## src/rtl/qpsk_demod.sv

```systemverilog
// QPSK integrate-and-dump demodulator: sums SPS samples per rail, slices the
// sign of each sum into one I bit and one Q bit, and holds the recovered
// symbol in a valid/ready output register.
module qpsk_demod #(
  parameter int DATA_W = 12,
  parameter int SPS    = 8,
  parameter int OFFSET = 0
) (
  input  logic                     clk,
  input  logic                     rst_n,
  input  logic signed [DATA_W-1:0] i_I,
  input  logic signed [DATA_W-1:0] i_Q,
  input  logic                     i_valid,
  output logic                     o_ready,
  input  logic                     i_sync,
  output logic                     o_I,
  output logic                     o_Q,
  output logic                     o_valid,
  input  logic                     i_ready
);

  localparam int CNT_W = $clog2(SPS);
  localparam int ACC_W = DATA_W + CNT_W;
  localparam logic [CNT_W-1:0] CNT_LAST  = CNT_W'(SPS - 1);
  localparam logic [CNT_W-1:0] SKIP_LAST = CNT_W'((OFFSET > 0) ? OFFSET - 1 : 0);

  typedef enum logic {SKIP, INTEG} state_t;
  localparam state_t START = (OFFSET == 0) ? INTEG : SKIP;

  // Sign-extend a sample to accumulator width; the accumulator is sized so
  // that a full window of extreme samples can never wrap.
  function automatic logic signed [ACC_W-1:0] sext(input logic signed [DATA_W-1:0] x);
    return {{(ACC_W - DATA_W){x[DATA_W-1]}}, x};
  endfunction

  // Hard decision: non-negative sums (including exact zero) map to 1.
  function automatic logic slice(input logic signed [ACC_W-1:0] s);
    return ~s[ACC_W-1];
  endfunction

  state_t                    state_p0, state_n;
  logic [CNT_W-1:0]          cnt_p0, cnt_n;
  logic signed [ACC_W-1:0]   acc_i_p0, acc_q_p0, acc_i_n, acc_q_n;
  logic signed [ACC_W-1:0]   sum_i, sum_q;
  logic                      load;
  logic                      accept;
  logic                      vld_p1, sym_i_p1, sym_q_p1;

  // Stall only when the window is about to close and the held symbol cannot leave.
  assign o_ready = rst_n && !(state_p0 == INTEG && cnt_p0 == CNT_LAST && vld_p1 && !i_ready);
  assign accept  = i_valid && o_ready;

  // Framing FSM and accumulator next-state; sync overrides any accepted sample.
  always_comb begin
    state_n = state_p0;
    cnt_n   = cnt_p0;
    acc_i_n = acc_i_p0;
    acc_q_n = acc_q_p0;
    load    = 1'b0;
    sum_i   = acc_i_p0 + sext(i_I);
    sum_q   = acc_q_p0 + sext(i_Q);
    if (i_sync) begin
      acc_i_n = '0;
      acc_q_n = '0;
      cnt_n   = '0;
      state_n = START;
    end else if (accept) begin
      case (state_p0)
        SKIP: begin
          if (cnt_p0 == SKIP_LAST) begin
            cnt_n   = '0;
            state_n = INTEG;
          end else begin
            cnt_n = cnt_p0 + CNT_W'(1);
          end
        end
        INTEG: begin
          if (cnt_p0 == CNT_LAST) begin
            acc_i_n = '0;
            acc_q_n = '0;
            cnt_n   = '0;
            load    = 1'b1;
          end else begin
            acc_i_n = sum_i;
            acc_q_n = sum_q;
            cnt_n   = cnt_p0 + CNT_W'(1);
          end
        end
        default: state_n = START;
      endcase
    end
  end

  // ---- stage p0: integration state ----
  // Integration state register.
  always_ff @(posedge clk or negedge rst_n) begin
    if (!rst_n) begin
      state_p0 <= START;
      cnt_p0   <= '0;
      acc_i_p0 <= '0;
      acc_q_p0 <= '0;
    end else begin
      state_p0 <= state_n;
      cnt_p0   <= cnt_n;
      acc_i_p0 <= acc_i_n;
      acc_q_p0 <= acc_q_n;
    end
  end

  // ---- stage p1: symbol output register ----
  // Load a new symbol at window close; otherwise drop valid once transferred.
  always_ff @(posedge clk or negedge rst_n) begin
    if (!rst_n) begin
      vld_p1   <= 1'b0;
      sym_i_p1 <= 1'b0;
      sym_q_p1 <= 1'b0;
    end else if (load) begin
      vld_p1   <= 1'b1;
      sym_i_p1 <= slice(sum_i);
      sym_q_p1 <= slice(sum_q);
    end else if (vld_p1 && i_ready) begin
      vld_p1 <= 1'b0;
    end
  end

  assign o_valid = vld_p1;
  assign o_I     = sym_i_p1;
  assign o_Q     = sym_q_p1;

endmodule
```

## config.mk

```make
export PLATFORM = sky130hd
export DESIGN_NAME = qpsk_demod
export DESIGN_NICKNAME = d
export VERILOG_FILES = /design/src/rtl/qpsk_demod.sv
export SDC_FILE = /design/constraint.sdc
export NUM_CORES = 1
export LEC_CHECK = 0
export ABC_AREA = 1
export CAP_MARGIN = 40
export CORE_ASPECT_RATIO = 0.9
export CORE_MARGIN = 10
export CORE_UTILIZATION = 58
export CTS_BUF_LIST = sky130_fd_sc_hd__clkbuf_8 sky130_fd_sc_hd__clkbuf_16
export DETAILED_ROUTE_END_ITERATION = 12
export PLACE_DENSITY = 0.81
export SLEW_MARGIN = 10
export SYNTH_ARGS = -nofsm -noshare
export SYNTH_HDL_FRONTEND = slang
export SYNTH_SLANG_ARGS = --single-unit
```

## constraint.sdc

```tcl
create_clock -name clk -period 2.64 [get_ports clk]
set_input_delay 0.396 -clock clk [delete_from_list [all_inputs] [get_ports clk]]
set_output_delay 0.396 -clock clk [all_outputs]
set_load 0.01 [all_outputs]
```

---- Word level (Yosys, flattened, before mapping) ----
Index checks and enable logic that the tools add are counted.
cells by class
  reductions and logical operators ........ 13
  bitwise gates (word level) .............. 3
  $add $sub $neg .......................... 3
  mux-type cells .......................... 23
  eq/ne operators ......................... 1
operators with widths
  kind                                         number
  2-to-1 mux 15 bit                            8
  adder 15 x 12 -> 15 bit                      2
  2-to-1 mux 3 bit                             4
  2-to-1 mux 1 bit                             10
  logical AND 1 bit                            6
  case mux 3 bit (2 select lines)              1
  nonzero test 2 bit                           3
  adder 3 x 1 -> 3 bit, second input constant  1
  equality test 3 bit, second input constant   1
  zero test 3 bit                              1
  NOT 1 bit                                    3
  zero test 1 bit                              2
  AND reduction 2 bit                          1
storage, ports and cells
  logic and storage cells ................. 50
  output and inout port bits .............. 4
  flip-flop bits (word level) ............. 37

---- Depth between registers and ports, before layout ----
Gate-level depths: netlist of the first run.
  depth after elaboration ................. 10
  gate-level depth with buffers ........... 12
  gate-level depth less buffers ........... 11

---- Worst setup path before layout of the first run ----
OpenSTA, ideal clock, no wires.
  path type ............................... register -> register
  start point ............................. register cnt_p0[0]
  end point ............................... register acc_i_p0[14]
  required time ........................... 2.523 ns
  setup slack ............................. 0.802 ns
  period minus slack after synthesis ...... 1.838 ns
  path buffers ............................ 2
  setup time .............................. 0.117 ns
  cell stages (with the launch flop) ...... 13
  data arrival time ....................... 1.720 ns
  cell sequence ........................... dfrtp_1 > ha_1 > ha_1 > nand2_1 > inv_1 > nand3_1 > nand3_1 > nand2_1 > nand2_1 > buf_4 > buf_4 > nand2_1 > nand2_1
between the ends
  cells in the longest elaborated chain, start to end .. 9
RTL lines
  item                            line    text
  start: declaration              42      logic [CNT_W-1:0] cnt_p0, cnt_n;
  start signal: assignment        104     cnt_p0 <= cnt_n;
  equality test 3 bit (*)         50, 78
  logical AND 1 bit (3 in a row)  50      assign o_ready = rst_n && !(state_p0 == INTEG && cnt_p0 == CNT_LAST && vld_p1 && !i_ready);
  zero test 1 bit                 50
  logical AND 1 bit               50
  logical AND 1 bit               51      assign accept = i_valid && o_ready;
  nonzero test 2 bit (no line)    --
  AND reduction 2 bit (no line)   --
  end signal: assignment          105     acc_i_p0 <= acc_i_n;
  end: declaration                43      logic signed [ACC_W-1:0] acc_i_p0, acc_q_p0, acc_i_n, acc_q_n;
Every way passes the cells marked *; elsewhere a longest branch is shown, timed or not. The select of a mux whose other input is x is not followed.
A chain may end at the register's enable or synchronous reset.

---- Final worst setup path of the first run ----
  start point ............................. register cnt_p0[0]
  end point ............................... output o_ready
between the ends
  cells in the longest elaborated chain, start to end .. 6
RTL lines
  item                            line  text
  equality test 3 bit             50
  logical AND 1 bit (3 in a row)  50
  zero test 1 bit                 50
  logical AND 1 bit               50
  end: declaration                14    output logic o_ready,
No other way between the ends.

==> flow_metrics.py, run 1 <==
metrics = {
    "run_status": {
        "status": "finished, final reports clean",
    },
    "drt": {
        "antenna_left": 0,
        "vias": 3155,
        "wl_um": 7760,
        "drt_iter0_drc": 176,
        "drt_first_pass_iters": 5,
        "vias_per_cell": 5.08,
        "wl_per_cell_um": 12.5,
        "drc": 0,
    },
    "clocking": {
        "clock_sinks": 37,
        "clk_latency_ns": 0.30,
        "htreeDepth": 2,
        "holdBufCountCts": 0,
        "cts_setup_buffers": 0,
        "cts_buffers": 5,
        "clock_path_buffers": 2,
        "path_clk_slew_ns": 0.08,
        "cts_tree": "built",
        "cts_resized": 0,
        "clockRootBuffer": "clkbuf_8",
    },
    "yosys": {
        "synth_area_um2": 3250,
        "syn_inst": 517,
        "ys_seq_area_frac": 0.285,
        "synth-simple-area-share": 0.387,
        "synth_top_cell_by_area": "dfrtp_1",
        "ys_seq_elements": 37,
        "syn-num-nets": 579,
        "synth_top_family_by_area": "simple AND/OR/NAND/NOR gates",
        "synth_top_area_frac": 0.277,
        "syn_avg_cell_area_um2": 6.28,
        "yosys_warnings": 0,
        "synth_fa_ha_area_frac": 0.132,
        "synthTopCellsByArea": "dfrtp_1, nand2_1, ha_1",
        "synthXorXnorAreaFrac": 0.0270,
        "synth.distinct_cells": 22,
        "synth_compound_area_frac": 0.0424,
        "synthMuxAreaShare": 0,
    },
    "floorplan": {
        "die-width_um": 98.9,
        "initial_utilization": 0.607,
        "die_y_um": 91.0,
        "core-area_um2": 5350,
        "rows": 25,
        "die_area_um2": 9000,
        "ioPinCount": 33,
    },
    "critical_path": {
        "cp_max_fo": 3,
        "cp-end-kind": "output pin",
        "regToRegStartpoint": "cnt_p0[0]",
        "path_class": "flip-flop to output pin",
        "critPathArrivalTime_ns": 1.90,
        "reg2reg_depth": 11,
        "reg2reg_setup_slack_ns": 0.54,
        "crit_required_ns": 2.24,
        "rr_endpoint": "acc_i_p0[1]",
        "cp-start-kind": "flip-flop",
    },
    "power_and_ir_drop": {
        "p_clk_frac": 0.320,
        "power.switching_w": 0.000547,
        "peakVddDrop_mv": 0.286,
        "p_leak_nw": 2.29,
        "internal_power_w": 0.00110,
        "seqPwrFrac": 0.381,
        "sw_frac_of_total": 0.331,
        "power.density_nw_per_um2": 440,
        "power_frac_comb": 0.299,
    },
    "sta": {
        "maxSlewHeadroom": 0.673,
        "fin_worst_skew_ns": 0.00953,
        "setup-tns-final_ns": 0,
        "fin_crit_sh": 0.870,
        "clock.fmax_mhz": 435,
        "worst_pin_slew_ns": 0.490,
        "rsz0062_at_grt": "false",
        "hold_viol": 0,
        "period_minus_slack_ns": 2.30,
        "slew_violations": 0,
        "hold_ws_ns": 0.254,
        "setup_viol": 0,
    },
    "layout": {
        "final_cells": 621,
        "drive_above_1_share": 0.0289,
        "area_delta_synth_final_pct": 15.5,
        "finalNetCount": 615,
        "diodes": 0,
    },
    "global_route": {
        "grt_pass1_wl_um": 13700,
        "overflow": 0,
        "antenna_found_initial": 0,
        "grt_usage": 0.179,
        "grt_max_degree": 38,
        "grt_pass1_vias": 3034,
    },
    "job": {
        "max_cap_violations": 0,
    },
    "min_path": {
        "hp-class": "input pin to async pin",
    },
    "placed_design": {
        "dp_hpwl_um": 5900,
        "portBuffers": 32,
        "gp_congestion": 0.926,
        "dp.cells": 613,
    },
}
cell type report:
type / instances / area [um2]
multi-input combinational: 377 / 1910
fill: 471 / 1600
sequential: 37 / 927
inverter: 97 / 364
timing repair buffer: 35 / 350
tap: 67 / 83.8
clock buffer: 6 / 82.6
clock inverter: 2 / 33.8
worst max-delay path by stage:
stage	from	end	slack, ns	depth (start not counted)
finish	cnt_p0[0]	o_ready	0.34	5
floorplan	cnt_p0[0]	acc_i_p0[14]	0.80	12
global placement	i_Q[0]	acc_q_p0[14]	0.41	12
CTS	cnt_p0[0]	o_ready	0.34	5
detailed placement	i_I[0]	acc_i_p0[12]	0.33	12
global route	cnt_p0[0]	o_ready	0.25	5
Yosys cell counts, drive strengths merged:
cell    count
o21ai      10
fa          2
dfrtp      36
nand4       4
nor3        1
buf         6
or2         2
nand3      47
nor2       26
dfstp       1
xor2       10
ha         31
a21oi      16
o21a        1
nand3b      5
inv        97
nand2     222
through the flow:
| stage | instance area [um2] | util | setup WS [ns] | power, W |
|---|---|---|---|---|
| 2_1_floorplan | 3250 | - | 0.802 | 0.000981 |
| 3_3_place_gp | 3640 | 0.680 | 0.411 | 0.00111 |
| 3_5_place_dp | 3640 | 0.680 | 0.335 | 0.00113 |
| 4_1_cts | 3750 | 0.702 | 0.336 | 0.00166 |
| 5_1_grt | 3750 | 0.702 | 0.248 | 0.00177 |
| 6_report | 3750 | 0.702 | 0.343 | 0.00165 |
metal layers:
metal | routed length [um] | GRT usage | up-vias
li1 | - | - | 1651
met1 | 3590 | 0.236 | 1396
met2 | 3490 | 0.290 | 100
met3 | 609 | 0.0402 | 8
met4 | 63 | 0.0394 | 0
met5 | 0 | 0 | -
worst max-delay path, stage by stage (launching register included):
cell and delay, ns:
dfrtp_1 0.41, ha_1 0.22, ha_1 0.20, nand2_1 0.11
o21a_1 0.13, clkdlybuf4s50_1 0.54
logic make-up (layout without fill, tap and decap cells):
group,after synthesis,after routing
and+or+nand+nor,307,307
buffers and inverters,103,140
DFF,37,37
adders and majority gates,33,33
AOI/OAI and AO/OA,27,27
xor gates and xnor gates,10,10
registers in the layout (all words and copies together) (netlist names):
register,cells
acc_i_p0,15
acc_q_p0,15
cnt_p0,3
o_I,1
o_Q,1
o_valid,1
state_p0,1
cell usage in the layout, fill, tap and decap left out:
cell type,instances
nand2_1,222
inv_1,96
nand3_1,47
dfrtp_1,36
ha_1,31
clkdlybuf4s50_1,31
nor2_1,26
a21oi_1,16
xor2_1,10
o21ai_0,6
clkbuf_8,6
nand3b_1,5
o21ai_1,4
nand4_1,4
inv_2,2
fa_1,2
buf_4,2
o21a_1,1
or2_1,1
nor3_4,1
or2_2,1
bufinv_16,1
buf_2,1
buf_12,1
dfstp_2,1
power groups by stage:
stage / Sequential (W) / Clock (W) / Combinational [W]
global route: 0.000635 / 0.000563 / 0.000569
finish: 0.000629 / 0.000529 / 0.000494
CTS: 0.000629 / 0.000542 / 0.000490
global placement: 0.000638 / 0 / 0.000470
detailed placement: 0.000640 / 0 / 0.000487
floorplan: 0.000633 / 0 / 0.000348
Power figures use the tool's default switching activity.
==> inputs of run 2 (changes only) <==
--- a/config.mk
+++ b/config.mk
@@ -13,7 +13,6 @@
 export CTS_BUF_LIST = sky130_fd_sc_hd__clkbuf_8 sky130_fd_sc_hd__clkbuf_16
 export DETAILED_ROUTE_END_ITERATION = 12
 export PLACE_DENSITY = 0.81
-export SLEW_MARGIN = 10
 export SYNTH_ARGS = -nofsm -noshare
 export SYNTH_HDL_FRONTEND = slang
 export SYNTH_SLANG_ARGS = --single-unit
==> results of run 2 <==
Same layout as run 1: the final DEF is identical, and so are final timing and power.
==> inputs of run 3 (changes only) <==
--- a/config.mk
+++ b/config.mk
@@ -13,6 +13,7 @@
 export CTS_BUF_LIST = sky130_fd_sc_hd__clkbuf_8 sky130_fd_sc_hd__clkbuf_16
 export DETAILED_ROUTE_END_ITERATION = 12
 export PLACE_DENSITY = 0.81
+export SLEW_MARGIN = 25
 export SYNTH_ARGS = -nofsm -noshare
 export SYNTH_HDL_FRONTEND = slang
 export SYNTH_SLANG_ARGS = --single-unit
==> results of run 3 <==
Same layout as run 1: the final DEF is identical, and so are final timing and power.
==> variant: new RTL, config.mk and constraints of run 3 <==
`DATA_W`: 12 -> 18.
--- a/src/rtl/qpsk_demod.sv
+++ b/src/rtl/qpsk_demod.sv
@@ -2,7 +2,7 @@
 // sign of each sum into one I bit and one Q bit, and holds the recovered
 // symbol in a valid/ready output register.
 module qpsk_demod #(
-  parameter int DATA_W = 12,
+  parameter int DATA_W = 18,
   parameter int SPS    = 8,
   parameter int OFFSET = 0
 ) (
Interface: changed (resized i_I and i_Q); port bits go from 33 to 45. The function was not compared with the original's and may differ.
==> variant against run 3 <==
Total power increased by 30%; area after synthesis up 40%; setup slack got worse by 0.061 ns; register-to-register slack hardly changed; sequential cell count up 12; combinational power rose by 51%; design area grew 39%; routed wire length increased by 54%; critical path type unchanged; critical endpoint unchanged; largest power group unchanged.
==> variant: results (changes against run 3) <==
- Count of unique library cells instantiated by Yosys: 28 (+27%)
- Pin count of the biggest net entering global routing: 46 (+21%)
- Total power density per cell area: 413 mW/mm2 (-6.1%)
- Crit path arrival time: 1.96 ns (+0.06 ns)
- Total of fill cells in the finished design: 695 (+48%)
- Vias in the first global route: 4469 (+47%)
- Worst IR drop on VDD: 0.000216 V (-25%)
- Cell area after synthesis: 0.00454 mm2 (+40%)
- Largest registers in the final layout: acc_i_p0 (21), acc_q_p0 (21), cnt_p0 (3)
- Sequential cell area fraction in the yosys report: 0.270 (-0.0150)
- Clock tree skew after final layout: 0.00876 ns (-0.000773 ns)
- Post-synthesis net count: 815 (+41%)
- Global Route Usage Sum: 0.205 (+0.0266)
- Result of the run: finished, final reports clean
- Final estimated routing congestion in global placement: 0.961 (+3.8%)
- Clock transition at the registers of the reported paths: 0.10 ns (+0.02 ns)
- Largest fanout on the critical path: 4 (+1)
- Dominant cells by area after synthesis: sky130_fd_sc_hd__nand2_1 (28%), sky130_fd_sc_hd__dfrtp_1 (26%), sky130_fd_sc_hd__ha_1 (12%), sky130_fd_sc_hd__inv_1 (7.2%), sky130_fd_sc_hd__nand3_1 (6.6%)
- Half-perimeter wire length after placement: 9.17 mm (+55%)
- Post-synthesis compound-gate area fraction: 0.0458 (+0.00338)
- Psw: 778 uW (+42%)
- Routed vias: 4620 (+46%)
- Seq group: 838 uW (+33%)
- Port bufs: 44 (+38%)
- Diodes inserted: 0 (unchanged)
- Top cells by count, synth: sky130_fd_sc_hd__nand2_1 (334), sky130_fd_sc_hd__inv_1 (87), sky130_fd_sc_hd__nand3_1 (60)
- Worst setup slack before clock tree synthesis: 0.224 ns (-0.111 ns)
- Routed Wire Length: 11.9 mm (+54%)
- Leak pwr: 3.07 nW (+34%)
- Routed wirelength normalized by instance count: 13.6 um (+9.2%)
- Combinational Power Share: 0.348 (+0.049)
- FF-to-FF path depth: 12 (+1)
- Ratio of cells with drive above 1 in the final layout: 0.0283 (-0.000567)
- CTS Hold Buffers Added: 1 (+1)
- Initial detailed-routing violation count: 412 (+130%)
- First-pass DRT Iterations: 6 (+1)
- Cell count after placement: 864 (+41%)
- Placement Cell Area: 0.00508 mm2 (+40%)
- Syn Area/Cell: 6.23 um2 (-0.89%)
- Adder-Cell Fraction of Synth Area: 0.127 (-0.00440)
-- variant: worst min-delay path by stage --
stage               slack [ns]  depth (start not counted)          end  startpoint
global placement          0.27                          1    cnt_p0[2]       rst_n
global route              0.46                          2    cnt_p0[1]       rst_n
CTS                       0.47                          2    cnt_p0[0]       rst_n
detailed placement        0.27                          1    cnt_p0[2]       rst_n
finish                    0.47                          2    cnt_p0[1]       rst_n
floorplan                 0.10                          0  acc_i_p0[0]       rst_n
-- variant: cell type report --
cell class	instances	area (um2)	area share
inverter	90	338	0.0649
sequential	49	1230	0.236
clock buffer	5	68.8	0.0132
clock inverter	3	42.5	0.00817
tap	96	120	0.0231
multi-input combinational	582	2930	0.563
timing repair buffer	48	480	0.0923
-- variant: layer usage --
layer  global-route usage  vias to the layer above  part of all wire
li1                     -                     2395                 -
met1                0.296                     2043              0.48
met2                0.316                      172              0.43
met3               0.0352                       10             0.084
met4               0.0290                        0            0.0064
met5                    0                        -                 0
